--- config.mk ---
export PLATFORM = sky130hd
export DESIGN_NAME = ifetch
export DESIGN_NICKNAME = d
export VERILOG_FILES = /design/src/rtl/ifetch.sv
export SDC_FILE = /design/constraint.sdc
export NUM_CORES = 1
export LEC_CHECK = 0
export ABC_AREA = 0
export CAP_MARGIN = 15
export CELL_PAD_IN_SITES_DETAIL_PLACEMENT = 1
export CELL_PAD_IN_SITES_GLOBAL_PLACEMENT = 1
export CORE_ASPECT_RATIO = 0.7
export CORE_UTILIZATION = 35
export CTS_CLUSTER_DIAMETER = 100
export DETAILED_ROUTE_END_ITERATION = 6
export GPL_TIMING_DRIVEN = 1
export PLACE_DENSITY = 0.83
export SYNTH_ARGS = -nofsm -noshare
export SYNTH_HDL_FRONTEND = slang
export SYNTH_SLANG_ARGS = --single-unit
--- constraint.sdc ---
create_clock -name clk -period 9.8 [get_ports clk]
set_input_delay 2.94 -clock clk [delete_from_list [all_inputs] [get_ports clk]]
set_output_delay 2.94 -clock clk [all_outputs]
set_load 0.02 [all_outputs]
--- src/rtl/ifetch.sv ---
// ---------------------------------------------------------------------------
// ifetch -- instruction fetch unit
//
// This block is the requesting side of a single-cycle-latency instruction
// memory. It owns the program counter and issues one word read per cycle.
// Each returned word is presented to decode, together with its byte PC,
// over a valid/ready handshake. It also handles redirects (jump/branch
// targets) and halt, and counts the instructions that decode accepts.
//
// Ports
//   clk          in   1  rising-edge clock
//   rst          in   1  synchronous, active-high reset
//   imemsrc      out  1  memory read enable (memory registers word next edge)
//   imem_addr    out 32  word index into memory: (addr - PC_RESET) >> 2
//   inst_in      in  32  registered instruction word from memory
//   redirect     in   1  one-cycle pulse: restart fetch at redirect_pc
//   redirect_pc  in  32  redirect target; low two bits are ignored
//   halt         in   1  stop issuing new fetches
//   out_valid    out  1  out_inst/out_pc hold a valid instruction
//   out_ready    in   1  decode accepts the instruction this cycle
//   out_inst     out 32  instruction (wired straight from inst_in)
//   out_pc       out 32  byte address of out_inst
//   fetch_count  out 32  number of accepted instructions (wraps)
// ---------------------------------------------------------------------------
module ifetch #(
  parameter logic [31:0] PC_RESET = 32'h0040_0000
) (
  input  logic        clk,
  input  logic        rst,
  output logic        imemsrc,
  output logic [31:0] imem_addr,
  input  logic [31:0] inst_in,
  input  logic        redirect,
  input  logic [31:0] redirect_pc,
  input  logic        halt,
  output logic        out_valid,
  input  logic        out_ready,
  output logic [31:0] out_inst,
  output logic [31:0] out_pc,
  output logic [31:0] fetch_count
);

  typedef enum logic [1:0] {
    ST_BOOT = 2'd0,
    ST_RUN  = 2'd1,
    ST_HALT = 2'd2
  } state_t;

  state_t      r_state;
  state_t      w_state_nxt;

  logic [31:0] r_pc;
  logic [31:0] r_out_pc;
  logic        r_out_valid;
  logic [31:0] r_fetch_count;

  logic [31:0] w_addr;
  logic [31:0] w_addr_off;
  logic        w_issue;
  logic        w_accept;

  // Redirect target is forced word-aligned; masking keeps every bit of the
  // input in use instead of leaving the low bits dangling.
  assign w_addr     = redirect ? (redirect_pc & 32'hFFFF_FFFC) : r_pc;
  assign w_addr_off = w_addr - PC_RESET;

  // A new fetch may only overwrite the memory output register when the word
  // it currently holds is either absent or being consumed this cycle.
  // A redirect always issues: whatever sits in the register is stale.
  assign w_issue = redirect |
                   ((r_state == ST_RUN) & ~halt & (~r_out_valid | out_ready));

  assign imemsrc   = w_issue;
  assign imem_addr = w_addr_off >> 2;

  // The word presented during a redirect belongs to the old path.
  assign out_valid   = r_out_valid & ~redirect;
  assign out_inst    = inst_in;
  assign out_pc      = r_out_pc;
  assign fetch_count = r_fetch_count;

  assign w_accept = out_valid & out_ready;

  // -------------------------------------------------------------------------
  // Control state: next-state logic
  // -------------------------------------------------------------------------
  always_comb begin
    w_state_nxt = r_state;
    unique case (r_state)
      ST_BOOT: w_state_nxt = ST_RUN;
      ST_RUN: begin
        // A simultaneous redirect wins; halt is looked at again next cycle.
        if (halt && !redirect) begin
          w_state_nxt = ST_HALT;
        end
      end
      ST_HALT: begin
        if (redirect) begin
          w_state_nxt = ST_RUN;
        end
      end
      default: w_state_nxt = ST_BOOT;
    endcase
  end

  always_ff @(posedge clk) begin
    if (rst) begin
      r_state <= ST_BOOT;
    end else begin
      r_state <= w_state_nxt;
    end
  end

  // -------------------------------------------------------------------------
  // Fetch stage -> output stage boundary (memory latency is one cycle, so the
  // PC recorded at issue lines up with inst_in on the following cycle)
  // -------------------------------------------------------------------------
  always_ff @(posedge clk) begin
    if (rst) begin
      r_pc        <= PC_RESET;
      r_out_pc    <= 32'd0;
      r_out_valid <= 1'b0;
    end else if (w_issue) begin
      r_pc        <= w_addr + 32'd4;
      r_out_pc    <= w_addr;
      r_out_valid <= 1'b1;
    end else if (out_ready) begin
      // Not issuing: a ready cycle drains the buffered word (if any).
      r_out_valid <= 1'b0;
    end
  end

  always_ff @(posedge clk) begin
    if (rst) begin
      r_fetch_count <= 32'd0;
    end else if (w_accept) begin
      r_fetch_count <= r_fetch_count + 32'd1;
    end
  end

endmodule

# Yosys cells after proc, flatten, opt, wreduce, memory -nomap -nowiden
# Index checks and enable logic that the tools add are counted.
[totals] regBits=99 wordCells=32
[op_classes] muxes=6 n_reduce_logical=5 bitwise=9 n_eq_ne=4 add_sub_neg=3
[ops] op="adder 32 x 1 -> 32 bit (second input constant)" n=1
[ops] op="adder 32 x 3 -> 32 bit (second input constant)" n=1
[ops] op="two-way mux 32 bit" n=1
[ops] op="subtractor 32 x 23 -> 32 bit (second input constant)" n=1
[ops] op="case mux 2 bit (3 select lines)" n=1
[ops] op="AND 1 bit" n=4
[ops] op="two-way mux 2 bit" n=2
[ops] op="inverter 1 bit" n=3
[ops] op="== test 2 x 1 -> 1 bit (second input constant)" n=1
[ops] op="== test 2 bit (second input constant)" n=1
[ops] op="logical NOT 2 bit" n=1
[ops] op="two-way mux 1 bit" n=2
[ops] op="!= test 2 x 1 -> 1 bit (second input constant)" n=1
[ops] op="!= test 2 bit (second input constant)" n=1
[ops] op="bitwise OR 1 bit" n=2
[ops] op="AND reduction 2 bit" n=1
[ops] op="nonzero test 2 bit" n=1
[ops] op="logical AND 1 bit" n=1
[ops] op="logical NOT 1 bit" n=1

# Longest topological paths before layout
# Gate-level depths: netlist (run 1).
[logic_depth] depth_word=5 ltp_mapped=13 ltp_nobuf=9

# Worst setup path after synthesis (run 1)
# No wires, ideal clock.
[synth_path] path_type="input-to-output" from="in redirect" to="out imem_addr[29]" n_path_buf=4 required_ns=6.860 setup_slack_ns=2.005 arrival_ns=4.855 path_stages=10 cell_sequence="buf_6 -> buf_12 -> buf_8 -> buf_6 -> mux2i_1 -> inv_2 -> nor2_1 -> nand3_2 -> nor3_2 -> xnor2_1"
[synth_between] elab_chain_cells=2
[synth_rtl] element="start, declared" line="33" text="input logic redirect,"
[synth_rtl] element="two-way mux 32 bit" line="64" text="assign w_addr = redirect ? (redirect_pc & 32'hFFFF_FFFC) : r_pc;"
[synth_rtl] element="named net w_addr[22]" line="57" text="logic [31:0] w_addr;"
[synth_rtl] element="subtractor 32 x 23 -> 32 bit" line="65" text="assign w_addr_off = w_addr - PC_RESET;"
[synth_rtl] element="end, declared" line="31" text="output logic [31:0] imem_addr,"
# The timed path passes the listed nets, and every way through them passes these cells.

# Worst setup path in the final report (run 1)
[layout_path] from="in redirect" to="out imem_addr[29]"
[layout_between] elab_chain_cells=2
[layout_rtl] element="two-way mux 32 bit" line="64"
[layout_rtl] element="subtractor 32 x 23 -> 32 bit" line="65"
# Every way passes these cells.

==> Flow_metrics.wiki, run 1 <==
{| class="wikitable"
! Metric !! Value
|-
| Setup Buffers After CTS || 0
|-
| Via count of the first global-routing pass || 5103
|-
| Reg2reg path depth || 8
|-
| Final cell area excluding filler cells || 6770 sq um
|-
| Routed length per instance || 17.7 um
|-
| Max Transition Viols Final || 0
|-
| Total of buffers placed on input and output ports || 128
|-
| Placer Congestion || between 0.8 and 0.9
|-
| Fraction of final layout cells sized beyond drive strength 1 || 0.0710
|-
| Total global routing track utilization || 0.208
|-
| Transition time at the pin with the least slew margin || 991 ps
|-
| Most common cell after layout, fill and taps aside || clkdlybuf4s50_1
|-
| Post-synth ARST share || 0
|-
| Post-CTS resize count || 0
|-
| Floorplan die width || around 150 um
|-
| Maximum clock insertion buffer count || 2
|-
| Worst rel slew slack || 0.340
|-
| FF-to-FF setup slack || 7330 ps
|-
| Sum of net half-perimeters after detailed placement || 12300 um
|-
| Final setup violation count || 0
|-
| Post-route minimum period || 8600 ps
|-
| # clock sinks || 95
|-
| CTS HTree Levels || 3
|-
| Total CTS buffers || 9
|-
| Final Skew || 10.6 ps
|-
| Hold-fix buffers, CTS || 0
|-
| Kind of critical path || primary input to output port
|-
| Initial antenna violation count || 0
|-
| Clock root buffer || clkbuf_16
|-
| Worst min-delay path class || flop to flop
|-
| Cell types with the largest area share after synthesis || dfxtp_1 35%, buf_4 7.7%, nor2_1 5.9%
|-
| Setup crit end kind || output port
|-
| GR Util met2 || 0.343
|-
| Total negative setup slack || 0 ps
|-
| Number of different library cells in the post-synthesis netlist || approximately 60
|-
| EDFF count, synth || 0
|-
| Placeable core area || 15000 sq um
|-
| TritonCTS clock tree || done
|-
| Number of hold violations in the final report || 0
|-
| Register clock-pin slew on the reported worst setup and hold paths || 70 ps
|-
| Global routing met1 resource utilization || 0.261
|-
| Later-pin clock latency in the skew report || 350 ps
|-
| Signal arrival time at the worst endpoint || 5660 ps
|-
| Maximum net fanout on the critical path || 29
|-
| Violation count after the first detailed-route iteration || about 220
|-
| Overall die height || between 100 and 150 um
|-
| DRT Pass-1 Iters || 5
|-
| Unrepaired setup endpoints after global routing || false
|-
| End-of-flow core utilization || 0.451
|-
| Core Rows || 37
|-
| Number of top-level pins || 199
|-
| Overflow after GRT || 0
|-
| Dominant cell type by area after synthesis || dfxtp_1
|-
| Antenna-violating nets left || 0
|-
| Sequential cell area fraction in the yosys report || 0.347
|-
| Leakage power || 2.55 nW
|-
| Grt peak-use layer || met2
|-
| Instance count along the most critical hold path || 2
|-
| Post-Synthesis Cells || 666
|-
| Final routed wirelength across all metal layers || 16400 um
|-
| Number of filler instances in the final layout || 1777
|-
| Max_cap viols || 0
|-
| Largest net degree at the start of global routing || 89
|-
| PnR Total Power || between 0.0009 and 0.001 W
|-
| Final clock period utilization by the worst path || 0.878
|-
| Status || complete, no violations
|-
| Avg Vias per Cell || approximately 5.2
|-
| Achievable frequency || 116 MHz
|-
| Count of unresolved DRC violations after routing || 0
|-
| Instance area at placement || 6470 sq um
|-
| Crit path launch type || primary input
|-
| Starting Density || 0.366
|-
| Layout overhead on the synthesized area || 23.4%
|-
| Area share of the leading cell type in the synthesized netlist || 0.347
|-
| Peak VDD IR || 0.0889 mV
|-
| Met3 capacity usage during global routing || 0.0566
|-
| Most instantiated flip-flop cell in the synthesis netlist || dfxtp_1
|-
| Via Count || 4850
|-
| Average size of a mapped cell || 8.23 sq um
|-
| CP required || 6860 ps
|-
| Commonest non-fill, non-tap cells in the layout || 126 x clkdlybuf4s50_1, 95 x dfxtp_1, 86 x nor2_1
|-
| Count of warnings emitted by yosys || 0
|-
| Total die area || 16200 sq um
|-
| Flip-flop and latch count after synthesis || 95
|-
| PD cells || roughly 140 nW/um^2
|-
| Global-route wire length before repair || roughly 26000 um
|-
| Net count of the finished layout || 800
|-
| Syn Std Cell Area || 5480 sq um
|-
| ANT cells || 0
|}
[flip-flops by register name (all words and copies together), names as in the netlist]
| signal | cells |
|---|---|
| r_out_valid | 1 |
| out_pc | 30 |
| fetch_count | 32 |
| r_state | 2 |
| r_pc | 30 |
[stage by stage]
| step | hold slack (ps) | setup WS [ps] | instances |
|---|---|---|---|
| after floorplan | 442 | 2000 | 669 |
| after global placement | 450 | 1320 | 911 |
| after detailed placement | 455 | 1240 | 911 |
| after CTS | 471 | 1210 | 927 |
| after global routing | 488 | 1110 | 927 |
| final | 465 | 1200 | 927 |
[worst paths after layout]
path | endpoint | start
worst min-delay path | out_pc[3]$_SDFFE_PP0P_ | out_pc[3]$_SDFFE_PP0P_
worst min register to register | out_pc[3]$_SDFFE_PP0P_ | out_pc[3]$_SDFFE_PP0P_
worst max-delay path | imem_addr[29] | redirect
worst max register to register | r_pc[16]$_SDFFE_PP0P_ | r_state[0]$_SDFFE_PP0P_
[report_power, final]
group	total, W	switching, W	internal (W)
logic	0.000203	0.000116	0.0000871
registers	0.000421	0.0000149	0.000406
clock network	0.000354	0.000173	0.000181
[metal layers]
metal  share of wire  vias to the layer above
li1                -                     2333
met1            0.45                     2356
met2            0.48                      140
met3           0.062                       21
met4           0.015                        0
met5               0                        -
[synthesized netlist by cell type, types with 4 or more instances]
library cell  count
a21oi_1          23
xor2_1           22
o21ai_0          17
and2_1            5
dfxtp_1          95
buf_1             5
buf_2             6
nand3b_1         11
nand2_1          62
buf_4            56
a31oi_1           4
nor3_1           13
nor2_1           86
and3_1            7
ha_1              4
mux2_2            7
nand3_1          32
a22oi_1           4
nand4_1          15
mux2i_1          23
a211oi_1         30
inv_1            33
xnor2_1          31
or3_1            11
clkbuf_1         15
[area by class of cell]
cell class / count / area, sq um / share of cell area
multi-input combinational: 454 / 2890 / 0.427
sequential: 95 / 1900 / 0.281
timing repair buffer: 133 / 1310 / 0.193
tap: 195 / 244 / 0.0361
clock buffer: 9 / 225 / 0.0333
inverter: 34 / 128 / 0.0189
clock inverter: 7 / 71.3 / 0.0105
[kinds of logic after synthesis]
logic type,after synthesis,synth area share
simple gates,267,0.250
buf+inv,120,0.130
compound gates,95,0.120
flops,95,0.347
xor+xnor,53,0.0847
mux,31,0.0589
fa+ha+maj,4,0.00913
other cells,1,0.000684
[worst max-delay path, stage by stage]
cell and delay, ps:
buf_2 510, mux2i_1 710, and2_1 320, nand3_2 140, nor3_2 250, xnor2_1 140
clkdlybuf4s50_1 620
(Power assumes the default switching activity.)
==> run 2, diff against run 1 <==
--- a/config.mk
+++ b/config.mk
@@ -14,6 +14,7 @@
 export CTS_CLUSTER_DIAMETER = 100
 export DETAILED_ROUTE_END_ITERATION = 6
 export GPL_TIMING_DRIVEN = 1
+export HOLD_SLACK_MARGIN = 0.03
 export PLACE_DENSITY = 0.83
 export SYNTH_ARGS = -nofsm -noshare
 export SYNTH_HDL_FRONTEND = slang
==> results of run 2 <==
Same layout as run 1: the final DEF is identical, and so are final timing and power.
==> run 3, diff against run 2 <==
--- a/config.mk
+++ b/config.mk
@@ -15,7 +15,7 @@
 export DETAILED_ROUTE_END_ITERATION = 6
 export GPL_TIMING_DRIVEN = 1
 export HOLD_SLACK_MARGIN = 0.03
-export PLACE_DENSITY = 0.83
+export PLACE_DENSITY_LB_ADDON = 0.3
 export SYNTH_ARGS = -nofsm -noshare
 export SYNTH_HDL_FRONTEND = slang
 export SYNTH_SLANG_ARGS = --single-unit
==> run 3 against run 2 <==
Compared with the run above: clock power decreased by 4%; final cell count unchanged; clock-buffer cell count is 3 higher; critical endpoint unchanged; combinational power is essentially flat; largest cell class unchanged; sequential share of layout area barely moved; setup slack worse by 24 ps; critical path depth up 1; die area unchanged; critical path type unchanged; clock skew down 1.2 ps; design area hardly changed.
==> Flow_metrics.wiki, run 3 (synthesized netlist as in run 1, its figures left out) <==
{| class="wikitable"
! Metric !! Value
|-
| Maximum clock insertion buffer count || 2 (unchanged)
|-
| Worst rel slew slack || 0.453 (was 0.340)
|-
| Clock root buffer || clkbuf_16 (unchanged)
|-
| Kind of critical path || primary input to output port (unchanged)
|-
| Via count of the first global-routing pass || 4836 (was 5103)
|-
| Worst setup path startpoint || redirect (unchanged)
|-
| Reg-to-reg critical path endpoint || r_pc[16]$_SDFFE_PP0P_ (unchanged)
|-
| Final routed wirelength across all metal layers || 16300 um (was 16400 um)
|-
| Transition time at the pin with the least slew margin || 797 ps (was 991 ps)
|-
| ANT cells || 0 (unchanged)
|-
| Register clock-pin slew on the reported worst setup and hold paths || 60 ps (was 70 ps)
|-
| Initial antenna violation count || 0 (unchanged)
|-
| CP endpoint || imem_addr[29] (unchanged)
|-
| # clock sinks || 95 (unchanged)
|-
| Number of top-level pins || 199 (unchanged)
|-
| Total global routing track utilization || 0.202 (was 0.208)
|-
| CP required || 6860 ps (about the same)
|-
| Beginning of the worst hold path || r_pc[11]$_SDFFE_PP0P_ (was out_pc[3]$_SDFFE_PP0P_)
|-
| CTS HTree Levels || 3 (unchanged)
|-
| Total negative setup slack || 0 ps (unchanged)
|-
| Crit path setup slack, layout || 1170 ps (was 1200 ps)
|-
| Total die area || 16200 sq um (unchanged)
|-
| Unrepaired setup endpoints after global routing || false (unchanged)
|-
| Fraction of final layout cells sized beyond drive strength 1 || 0.0710 (unchanged)
|-
| Placeable core area || 15000 sq um (unchanged)
|-
| Antenna-violating nets left || 0 (unchanged)
|-
| PD cells || 143 nW/um^2 (was 145 nW/um^2)
|-
| Hold-fix buffers, CTS || 0 (unchanged)
|-
| TritonCTS clock tree || done (unchanged)
|-
| Peak VDD IR || 0.0746 mV (was 0.0889 mV)
|-
| Via Count || 4808 (was 4850)
|-
| DP Worst Slack || 1210 ps (was 1240 ps)
|-
| Crit path launch type || primary input (unchanged)
|-
| Status || complete, no violations (unchanged)
|-
| Placed Cells incl. Taps || 912 (was 911)
|-
| Post-route minimum period || 8630 ps (was 8600 ps)
|-
| FF-to-FF setup slack || 7310 ps (was 7330 ps)
|-
| Max Transition Viols Final || 0 (unchanged)
|-
| Reg2reg path depth || 8 (unchanged)
|-
| DRT Pass-1 Iters || 4 (was 5)
|-
| Leakage power || 2.55 nW (about the same)
|-
| Violation count after the first detailed-route iteration || 211 (was 221)
|-
| Number of standard cells in the final layout excluding fillers || 927 (unchanged)
|-
| Worst min-delay path class || flop to flop (unchanged)
|-
| Commonest non-fill, non-tap cells in the layout || 126 x clkdlybuf4s50_1, 95 x dfxtp_1, 86 x nor2_1 (unchanged)
|-
| Most common cell after layout, fill and taps aside || clkdlybuf4s50_1 (unchanged)
|-
| Total of buffers placed on input and output ports || 128 (unchanged)
|-
| Floorplan die width || 152 um (unchanged)
|-
| Final setup violation count || 0 (unchanged)
|-
| Placer Congestion || 0.806 (was 0.830)
|-
| Final clock period utilization by the worst path || 0.880 (was 0.878)
|-
| Global-route wire length before repair || 25300 um (was 26000 um)
|-
| Source of the worst register-to-register timing path || r_state[0]$_SDFFE_PP0P_ (unchanged)
|-
| Core Rows || 37 (unchanged)
|-
| Signal arrival time at the worst endpoint || 5690 ps (was 5660 ps)
|-
| Net count of the finished layout || 801 (was 800)
|-
| Final Skew || 9.40 ps (was 10.6 ps)
|-
| Overall die height || 107 um (unchanged)
|-
| Starting Density || 0.366 (unchanged)
|-
| Post-CTS resize count || 0 (unchanged)
|-
| Max reg flops || 32 (unchanged)
|-
| Setup crit end kind || output port (unchanged)
|-
| Avg Vias per Cell || 5.19 (was 5.23)
|-
| Layout overhead on the synthesized area || 23.3% (was 23.4%)
|-
| Number of hold violations in the final report || 0 (unchanged)
|-
| Later-pin clock latency in the skew report || 350 ps (about the same)
|-
| Achievable frequency || 116 MHz (about the same)
|-
| Maximum net fanout on the critical path || 26 (was 29)
|-
| Setup Buffers After CTS || 0 (unchanged)
|-
| Routed length per instance || 17.5 um (was 17.7 um)
|-
| Count of unresolved DRC violations after routing || 0 (unchanged)
|-
| Sum of net half-perimeters after detailed placement || 12200 um (was 12300 um)
|-
| Overflow after GRT || 0 (unchanged)
|-
| Total CTS buffers || 9 (unchanged)
|-
| Largest net degree at the start of global routing || 76 (was 89)
|-
| Max_cap viols || 0 (unchanged)
|}
run 3: area by class of cell:
cell class / instances / area [sq um]
tap: 195 / 244
timing repair buffer: 134 / 1320
clock buffer: 12 / 267
fill: 1779 / 8240
sequential: 95 / 1900
inverter: 34 / 128
multi-input combinational: 454 / 2890
clock inverter: 3 / 17.5
run 3: worst min path at each step:
stage	end	cells past startpoint	slack, ps
5_1_grt	out_pc[3]$_SDFFE_PP0P_	2	500
4_1_cts	r_pc[11]$_SDFFE_PP0P_	2	470
2_1_floorplan	r_pc[13]$_SDFFE_PP0P_	2	440
6_report	r_pc[11]$_SDFFE_PP0P_	2	470
3_3_place_gp	r_pc[11]$_SDFFE_PP0P_	2	450
3_5_place_dp	r_pc[11]$_SDFFE_PP0P_	2	460
run 3: worst max-delay path, stage by stage:
cell and delay [ps]:
buf_2 460, mux2i_1 740, inv_1 150, nor2_1 200
nand3_2 160, nor3_2 250, xnor2_1 140, clkdlybuf4s50_1 620
run 3: metrics by stage:
stage | hold slack, ps | area (sq um) | util | total power (W)
CTS | 470 | 6760 | 0.451 | 0.000977
global placement | 454 | 6480 | 0.432 | 0.000627
floorplan | 442 | 5490 | - | 0.000574
global route | 500 | 6760 | 0.451 | 0.00101
finish | 467 | 6760 | 0.451 | 0.000964
detailed placement | 462 | 6480 | 0.432 | 0.000634
run 3: layer usage:
layer	part of all wire	vias up	GRT usage
met3	0.053	31	0.0404
met2	0.45	105	0.313
met5	0	-	0
met1	0.48	2338	0.279
met4	0.019	0	0.0679
li1	-	2334	-
run 3: power breakdown:
part	internal [W]	switching (W)
Sequential	0.000406	0.0000147
Combinational	0.0000874	0.000116
Clock	0.000191	0.000149
